### config.mk
export PLATFORM = sky130hd
export DESIGN_NAME = fft_frame_seq_flat
export DESIGN_NICKNAME = d
export VERILOG_FILES = /design/src/rtl/fft_frame_seq_if.sv /design/src/rtl/fft_frame_seq.sv /design/src/flat_wrapper.sv
export SDC_FILE = /design/constraint.sdc
export NUM_CORES = 1
export LEC_CHECK = 0
export ABC_AREA = 1
export CORE_ASPECT_RATIO = 0.9
export CORE_MARGIN = 2
export CORE_UTILIZATION = 48
export CTS_CLUSTER_DIAMETER = 100
export DETAILED_ROUTE_END_ITERATION = 16
export PLACE_DENSITY = 0.79
export SYNTH_ARGS = -nofsm -noshare
export SYNTH_HDL_FRONTEND = slang
export SYNTH_SLANG_ARGS = --single-unit
### constraint.sdc
create_clock -name clk -period 2.8 [get_ports clk]
set_input_delay 0.56 -clock clk [delete_from_list [all_inputs] [get_ports clk]]
set_output_delay 0.56 -clock clk [all_outputs]
set_load 0.01 [all_outputs]
### src/rtl/fft_frame_seq_if.sv
// Upstream sample handshake into the FFT frame sequencer.
// The source drives in_valid; the sequencer answers with in_ready.
interface fft_frame_seq_if;
  logic in_valid;
  logic in_ready;

  modport master (
    output in_valid,
    input  in_ready
  );

  modport slave (
    input  in_valid,
    output in_ready
  );
endinterface

### src/rtl/fft_frame_seq.sv
// Frame sequencer for the 32-point radix-2 SDF FFT: frames input samples, zero-pads stalls,
// and tags pipeline outputs with bin index / last / frame count. Macro FFT_SEQ_BITREV_EN selects bit-reversed bin tags.
module fft_frame_seq #(
  parameter int N        = 32,
  parameter int LOG2N    = 5,
  parameter int PIPE_LAT = 31
) (
  input  logic             clk,
  input  logic             rst_n,
  fft_frame_seq_if.slave   in_if,
  input  logic             flush_i,
  input  logic             err_clr_i,
  output logic             pipe_valid_o,
  output logic             pad_o,
  output logic [LOG2N-1:0] in_idx_o,
  output logic             out_valid_o,
  output logic [LOG2N-1:0] out_idx_o,
  output logic             out_last_o,
  output logic [7:0]       frames_o,
  output logic             err_gap_o,
  output logic             busy_o
);

  typedef enum logic {
    IDLE = 1'b0,
    LOAD = 1'b1
  } state_t;

  localparam logic [LOG2N-1:0] LAST_IDX = LOG2N'(N - 1);

  state_t             r_state;
  logic [LOG2N-1:0]   r_cnt;
  logic [LOG2N-1:0]   r_in_idx;
  logic [LOG2N-1:0]   r_ocnt;
  logic               r_pipe_valid;
  logic               r_pad;
  logic               r_err_gap;
  logic [7:0]         r_frames;
  logic [PIPE_LAT-1:0] r_sr;

  logic [PIPE_LAT-1:0] w_sr_next;
  logic [LOG2N-1:0]    w_ocnt_rev;
  logic                w_accept;
  logic                w_gap;
  logic                w_out_valid;
  logic                w_out_last;

  assign in_if.in_ready = !flush_i;
  assign w_accept       = in_if.in_valid && !flush_i;
  // A missing sample while loading becomes a pad slot; flush abandons the frame instead.
  assign w_gap          = (r_state == LOAD) && !in_if.in_valid && !flush_i;

  always_ff @(posedge clk or negedge rst_n) begin
    if (!rst_n) begin
      r_state      <= IDLE;
      r_cnt        <= '0;
      r_pipe_valid <= 1'b0;
      r_pad        <= 1'b0;
      r_in_idx     <= '0;
      r_err_gap    <= 1'b0;
    end else begin
      if (flush_i) begin
        r_state      <= IDLE;
        r_cnt        <= '0;
        r_pipe_valid <= 1'b0;
        r_pad        <= 1'b0;
      end else begin
        case (r_state)
          IDLE: begin
            if (w_accept) begin
              r_pipe_valid <= 1'b1;
              r_pad        <= 1'b0;
              r_in_idx     <= '0;
              r_cnt        <= LOG2N'(1);
              r_state      <= LOAD;
            end else begin
              r_pipe_valid <= 1'b0;
              r_pad        <= 1'b0;
            end
          end
          LOAD: begin
            // A started frame always runs N slots; stalls are filled with pads.
            r_pipe_valid <= 1'b1;
            r_in_idx     <= r_cnt;
            r_pad        <= !in_if.in_valid;
            if (r_cnt == LAST_IDX) begin
              r_cnt   <= '0;
              r_state <= IDLE;
            end else begin
              r_cnt <= r_cnt + LOG2N'(1);
            end
          end
          default: begin
            r_state      <= IDLE;
            r_pipe_valid <= 1'b0;
            r_pad        <= 1'b0;
          end
        endcase
      end
      // A new gap beats a simultaneous clear so no padded frame goes unreported.
      if (w_gap) begin
        r_err_gap <= 1'b1;
      end else if (err_clr_i) begin
        r_err_gap <= 1'b0;
      end
    end
  end

  // Latency line: bit gi holds pipe_valid delayed by gi+1 cycles.
  genvar gi;
  generate
    for (gi = 0; gi < PIPE_LAT; gi++) begin : g_lat
      if (gi == 0) begin : g_head
        assign w_sr_next[gi] = r_pipe_valid;
      end else begin : g_tail
        assign w_sr_next[gi] = r_sr[gi-1];
      end
    end
  endgenerate

  always_ff @(posedge clk or negedge rst_n) begin
    if (!rst_n) begin
      r_sr <= '0;
    end else if (flush_i) begin
      r_sr <= '0;
    end else begin
      r_sr <= w_sr_next;
    end
  end

  assign w_out_valid = r_sr[PIPE_LAT-1];
  assign w_out_last  = w_out_valid && (r_ocnt == LAST_IDX);

  always_ff @(posedge clk or negedge rst_n) begin
    if (!rst_n) begin
      r_ocnt   <= '0;
      r_frames <= '0;
    end else begin
      if (flush_i) begin
        r_ocnt <= '0;
      end else if (w_out_valid) begin
        r_ocnt <= r_ocnt + LOG2N'(1);
      end
      // Completed frames are counted even across a flush; the counter wraps naturally.
      if (w_out_last) begin
        r_frames <= r_frames + 8'd1;
      end
    end
  end

  generate
    for (gi = 0; gi < LOG2N; gi++) begin : g_rev
      assign w_ocnt_rev[gi] = r_ocnt[LOG2N-1-gi];
    end
  endgenerate

`ifdef FFT_SEQ_BITREV_EN
  assign out_idx_o = w_ocnt_rev;
`else
  assign out_idx_o = r_ocnt;
`endif

  assign pipe_valid_o = r_pipe_valid;
  assign pad_o        = r_pad;
  assign in_idx_o     = r_in_idx;
  assign out_valid_o  = w_out_valid;
  assign out_last_o   = w_out_last;
  assign frames_o     = r_frames;
  assign err_gap_o    = r_err_gap;
  assign busy_o       = (r_state == LOAD) || r_pipe_valid || (|r_sr);

`ifndef FFT_SEQ_BITREV_EN
  logic w_unused_rev;
  assign w_unused_rev = ^w_ocnt_rev;
`endif

endmodule

### src/flat_wrapper.sv
// flat-port wrapper written by rule: the top's interface ports become plain ports
module fft_frame_seq_flat 
#(
  parameter int N        = 32,
  parameter int LOG2N    = 5,
  parameter int PIPE_LAT = 31
)
  (clk, rst_n, flush_i, err_clr_i, pipe_valid_o, pad_o, in_idx_o, out_valid_o, out_idx_o, out_last_o, frames_o, err_gap_o, busy_o, in_if_in_valid, in_if_in_ready);
  fft_frame_seq_if in_if_i ();
  input  logic clk;
  input  logic rst_n;
  input  logic flush_i;
  input  logic err_clr_i;
  output logic pipe_valid_o;
  output logic pad_o;
  output logic [LOG2N-1:0] in_idx_o;
  output logic out_valid_o;
  output logic [LOG2N-1:0] out_idx_o;
  output logic out_last_o;
  output logic [7:0] frames_o;
  output logic err_gap_o;
  output logic busy_o;
  input wire logic [$bits(in_if_i.in_valid)-1:0] in_if_in_valid;
  output wire logic [$bits(in_if_i.in_ready)-1:0] in_if_in_ready;
  assign in_if_i.in_valid = in_if_in_valid;
  assign in_if_in_ready = in_if_i.in_ready;
  fft_frame_seq #(.N(N), .LOG2N(LOG2N), .PIPE_LAT(PIPE_LAT)) u_core (.clk(clk), .rst_n(rst_n), .in_if(in_if_i), .flush_i(flush_i), .err_clr_i(err_clr_i), .pipe_valid_o(pipe_valid_o), .pad_o(pad_o), .in_idx_o(in_idx_o), .out_valid_o(out_valid_o), .out_idx_o(out_idx_o), .out_last_o(out_last_o), .frames_o(frames_o), .err_gap_o(err_gap_o), .busy_o(busy_o));
endmodule
* Word-level counts from Yosys, hierarchy flattened
Cells that the tools add are included.
** Operators by class
- Add/subtract/negate cells :: 3
- Equal/unequal tests :: 4
- Mux-type cells :: 19
- Bitwise operators :: 2
- Reductions and logical operators :: 12
** Operators with widths (count)
- $mux W31 :: 1
- $reduce_or A31 Y1 :: 1
- $mux W5 :: 6
- $pmux W5 S2 :: 2
- $add A5 B1 Y5 const B :: 2
- $eq A5 B5 Y1 const B :: 2
- $add A8 B1 Y8 const B :: 1
- $mux W1 :: 7
- $pmux W1 S2 :: 3
- $logic_and A1 B1 Y1 :: 4
- $reduce_bool A2 Y1 :: 2
- $ne A3 B2 Y1 const B :: 1
- $logic_not A1 Y1 :: 2
- $logic_or A1 B1 Y1 :: 2
- $ne A2 B1 Y1 const B :: 1
- $not A1 Y1 :: 2
- $reduce_and A2 Y1 :: 1
** Storage, ports and cells
- Bits in registers :: 58
- Output and inout bits :: 25
- Word-level logic and storage cells :: 49

* Depth between registers and ports, before layout
Gate-level depths: netlist of the first run.
- Depth in word-level cells :: 5
- Depth in mapped cells :: 10

* Worst setup path after synthesis of the first run
Ideal clock, no wire load.
- Kind :: reg-to-output
- From :: register u_core.r_ocnt[0] (netlist: u_core.out_idx_o[0])
- To :: output port out_last_o
- Arrival time :: 1.133 ns
- Path slack :: 1.107 ns
- Cell stages (with the launch flop) :: 7
- Path buffers :: 0
- Cell sequence :: dfrtp_1 -> ha_1 -> nand2_1 -> nor2_1 -> ha_1 -> nand2_2 -> inv_1
** Between the ends
- Longest elaborated chain between the ends :: 2
** Ends and longest elaborated chain
- from (decl) :: line fft_frame_seq.sv:34 : logic [LOG2N-1:0] r_ocnt;
- from (signal assigned) :: line fft_frame_seq.sv:142 : r_ocnt <= r_ocnt + LOG2N'(1);
- $eq A5 B5 Y1 :: line fft_frame_seq.sv:132 : assign w_out_last = w_out_valid && (r_ocnt == LAST_IDX);
- $logic_and A1 B1 Y1 :: line fft_frame_seq.sv:132
- to (decl) :: line flat_wrapper.sv:19 : output logic out_last_o;
Every way passes these cells.

* Worst setup path after layout of the first run
- From :: register u_core.r_ocnt[1] (netlist: u_core.out_idx_o[1])
- To :: output port out_last_o
The elaborated chain is that of the path after synthesis.

==> results.tsv, run 1 <==
metric	value	unit
final_cell_mix	nor2_1 (64), inv_1 (58), dfrtp_1 (58), nand2_1 (29), clkdlybuf4s50_1 (28)	
period_needed	2550	ps
final_cell_area	2950	um^2
required	2240	ps
dr.pass1.iters	4	
grt_max_degree	34	
cp_common_cell	ha_1	
die-area	5580	um^2
grt_pass1_vias	1694	
fin_tns_setup	0	ps
synth_nets	277	
drv_slew	0	
synth.area.mux_share	0	
synth_compound_area_frac	0.0464	
ir_drop	0.000407	V
synth_xor_xnor_area_share	0.0109	
path_depth	7	
synth_seq_cells	58	
cp_max_fo	4	
yosysWarningCount	0	
fin_util	0.610	
synth_ff_type	dfrtp_1	
antenna_found_initial	0	
yosys.area_share.simple	0.210	
synth.cell_area	2400	um^2
critPathLaunchType	flop	
maxCapViolCount	0	
post_cts_buffers	0	
synthCells	267	
synth_top_family_by_area	simple AND/OR/NAND/NOR gates	
tightest_slew	723	ps
cp_top_family	buffers and inverters	
drc_errors	0	
drive_gt1_frac	0.0903	
wire_per_inst	11.0	um
diodes	0	
viasPerCell	4.63	
grt_use_total	0.177	
skew	9.00	ps
drt_wl_total	4.13	mm
h-tree-depth	3	
path_cells	ha_1 > nand2_1 > nor2_1 > ha_1 > nand2_2 > inv_1 > clkdlybuf4s50_1	
place_hpwl	2.85	mm
ctsHoldBuffers	0	
fill_cells	398	
area_delta_synth_final	22.8	%
place_area	2770	um^2
yosys.area_share.adder	0.0261	
cts.sinks	58	
grt_remaining_overflow	0	
drt_iter0_drc	70	
clk_pin_slew	60	ps
total_power	1.66	mW
cts_tree	built	
synth_edf_count	0	
fin_crit_sh	0.911	
crit_arrival	1990	ps
nNetsFinal	315	
gp_congestion	0.786	
p_per_area	562	nW/um^2
clk-insertion-delay-late	340	ps
num_rows	24	
leakage	1.47	nW
die_w	78.6	um
hold_viol	0	
min_path_type	in2async	
clockRootBuffer	clkbuf_8	
ys_seq_area_frac	0.604	
die_h	71.1	um
ios	30	
status	complete, no violations	
critPathMaxStageDelay	540	ps
setup_viol	0	
io_buffers	29	
critPathBufInv	2	
grt_pass1_wl	7.33	mm
num_vias	1738	
synth_area_per_cell	8.99	um^2
initial_core_util	0.497	
endpoint_kind	output port	
critical-path-slowest-cell	clkdlybuf4s50_1	
r2r_cells	9	
core_area	4830	um^2
drtAntennaViolNets	0	
synth.distinct_cells	26	
slew_headroom	0.518	
cts_buffer_depth	2	
rsz0062_at_grt	no	
max_freq	392	MHz
cts_resized	0	
mostFrequentLayoutCell	nor2_1	
numCtsBuffers	9	
async_reset_ff_frac	1.00	
path_class	reg2out	
-- per-layer routing --
layer  up-vias  share of wire  global-route usage
li1        878              -                   -
met1       819           0.46               0.211
met2        33           0.48               0.277
met3         8          0.042              0.0625
met4         0          0.022               0.105
met5         -              0                   0
-- kinds of logic (layout without fill, tap and decap cells) --
family	after synthesis	count (layout)
compound gates	19	19
fa+ha+maj	5	5
simple gates	118	118
buf+inv	64	107
xor+xnor	3	3
flops	58	58
-- worst paths after layout --
kind	start	to	slack, ps
max in group asynchronous	rst_n	u_core.r_cnt[1]$_DFFE_PN0P_	1840
setup reg to reg	u_core.out_idx_o[1]$_DFFE_PN0P_	u_core.frames_o[6]$_DFFE_PN0P_	1300
hold reg to reg	u_core.r_sr[21]$_DFF_PN0_	u_core.r_sr[22]$_DFF_PN0_	470
hold / removal	rst_n	u_core.out_idx_o[3]$_DFFE_PN0P_	280
setup / recovery	u_core.out_idx_o[1]$_DFFE_PN0P_	out_last_o	250
min in group clk	u_core.r_sr[21]$_DFF_PN0_	u_core.r_sr[22]$_DFF_PN0_	470
-- synth_stat cells, drive strengths merged, types with 2 or more instances --
master	number	area share
nand4	4	0.010
xor2	2	0.0073
dfrtp	58	0.60
inv	59	0.092
nand3	13	0.029
ha	5	0.026
o21ai	12	0.028
nand2	32	0.055
clkbuf	3	0.0047
o22ai	5	0.013
buf	2	0.0052
nor2	67	0.11
-- state kept, by name, summed over array words and instances (netlist names) --
| signal | cells |
|---|---|
| u_core.err_gap_o | 1 |
| u_core.in_idx_o | 5 |
| u_core.r_state | 1 |
| u_core.r_sr | 31 |
| u_core.out_idx_o | 5 |
| u_core.pipe_valid_o | 1 |
| u_core.frames_o | 8 |
| u_core.pad_o | 1 |
| u_core.r_cnt | 5 |
-- final cells by class --
| type | count | area (um^2) | area share |
|---|---|---|---|
| Multi-Input combinational cell | 145 | 704 | 0.239 |
| Timing Repair Buffer | 32 | 308 | 0.104 |
| Tap cell | 65 | 81.3 | 0.0276 |
| Sequential cell | 58 | 1450 | 0.492 |
| Clock inverter | 2 | 10.0 | 0.00339 |
| Clock buffer | 14 | 173 | 0.0585 |
| Inverter | 59 | 221 | 0.0751 |
-- through the flow --
step / cells / setup slack (ps) / hold WS, ps
2_1_floorplan: 267 / 1110 / 264
3_3_place_gp: 359 / 522 / 457
3_5_place_dp: 359 / 498 / 461
4_1_cts: 375 / 238 / 295
5_1_grt: 375 / 110 / 338
6_report: 375 / 249 / 279
-- report_power, final --
group          switching [mW]  leakage (nW)  internal (mW)
clock                   0.311        0.0965          0.391
sequential             0.0108         0.801          0.851
combinational          0.0560         0.577         0.0354
total                   0.378          1.47           1.28
No activity file was read; power rests on OpenSTA's default activity.
==> run 2: changes to the inputs <==
--- a/config.mk
+++ b/config.mk
@@ -9,7 +9,7 @@
 export CORE_ASPECT_RATIO = 0.9
 export CORE_MARGIN = 2
 export CORE_UTILIZATION = 48
-export CTS_CLUSTER_DIAMETER = 100
+export CTS_CLUSTER_DIAMETER = 120
 export DETAILED_ROUTE_END_ITERATION = 16
 export PLACE_DENSITY = 0.79
 export SYNTH_ARGS = -nofsm -noshare
==> results of run 2 <==
Final layout, timing and power as in run 1 (identical DEF).
==> run 3: changes to the inputs <==
--- a/config.mk
+++ b/config.mk
@@ -12,6 +12,8 @@
 export CTS_CLUSTER_DIAMETER = 120
 export DETAILED_ROUTE_END_ITERATION = 16
 export PLACE_DENSITY = 0.79
+export SKIP_LAST_GASP = 1
+export SLEW_MARGIN = 20
 export SYNTH_ARGS = -nofsm -noshare
 export SYNTH_HDL_FRONTEND = slang
 export SYNTH_SLANG_ARGS = --single-unit
==> results of run 3 <==
Final layout, timing and power as in run 1 (identical DEF).
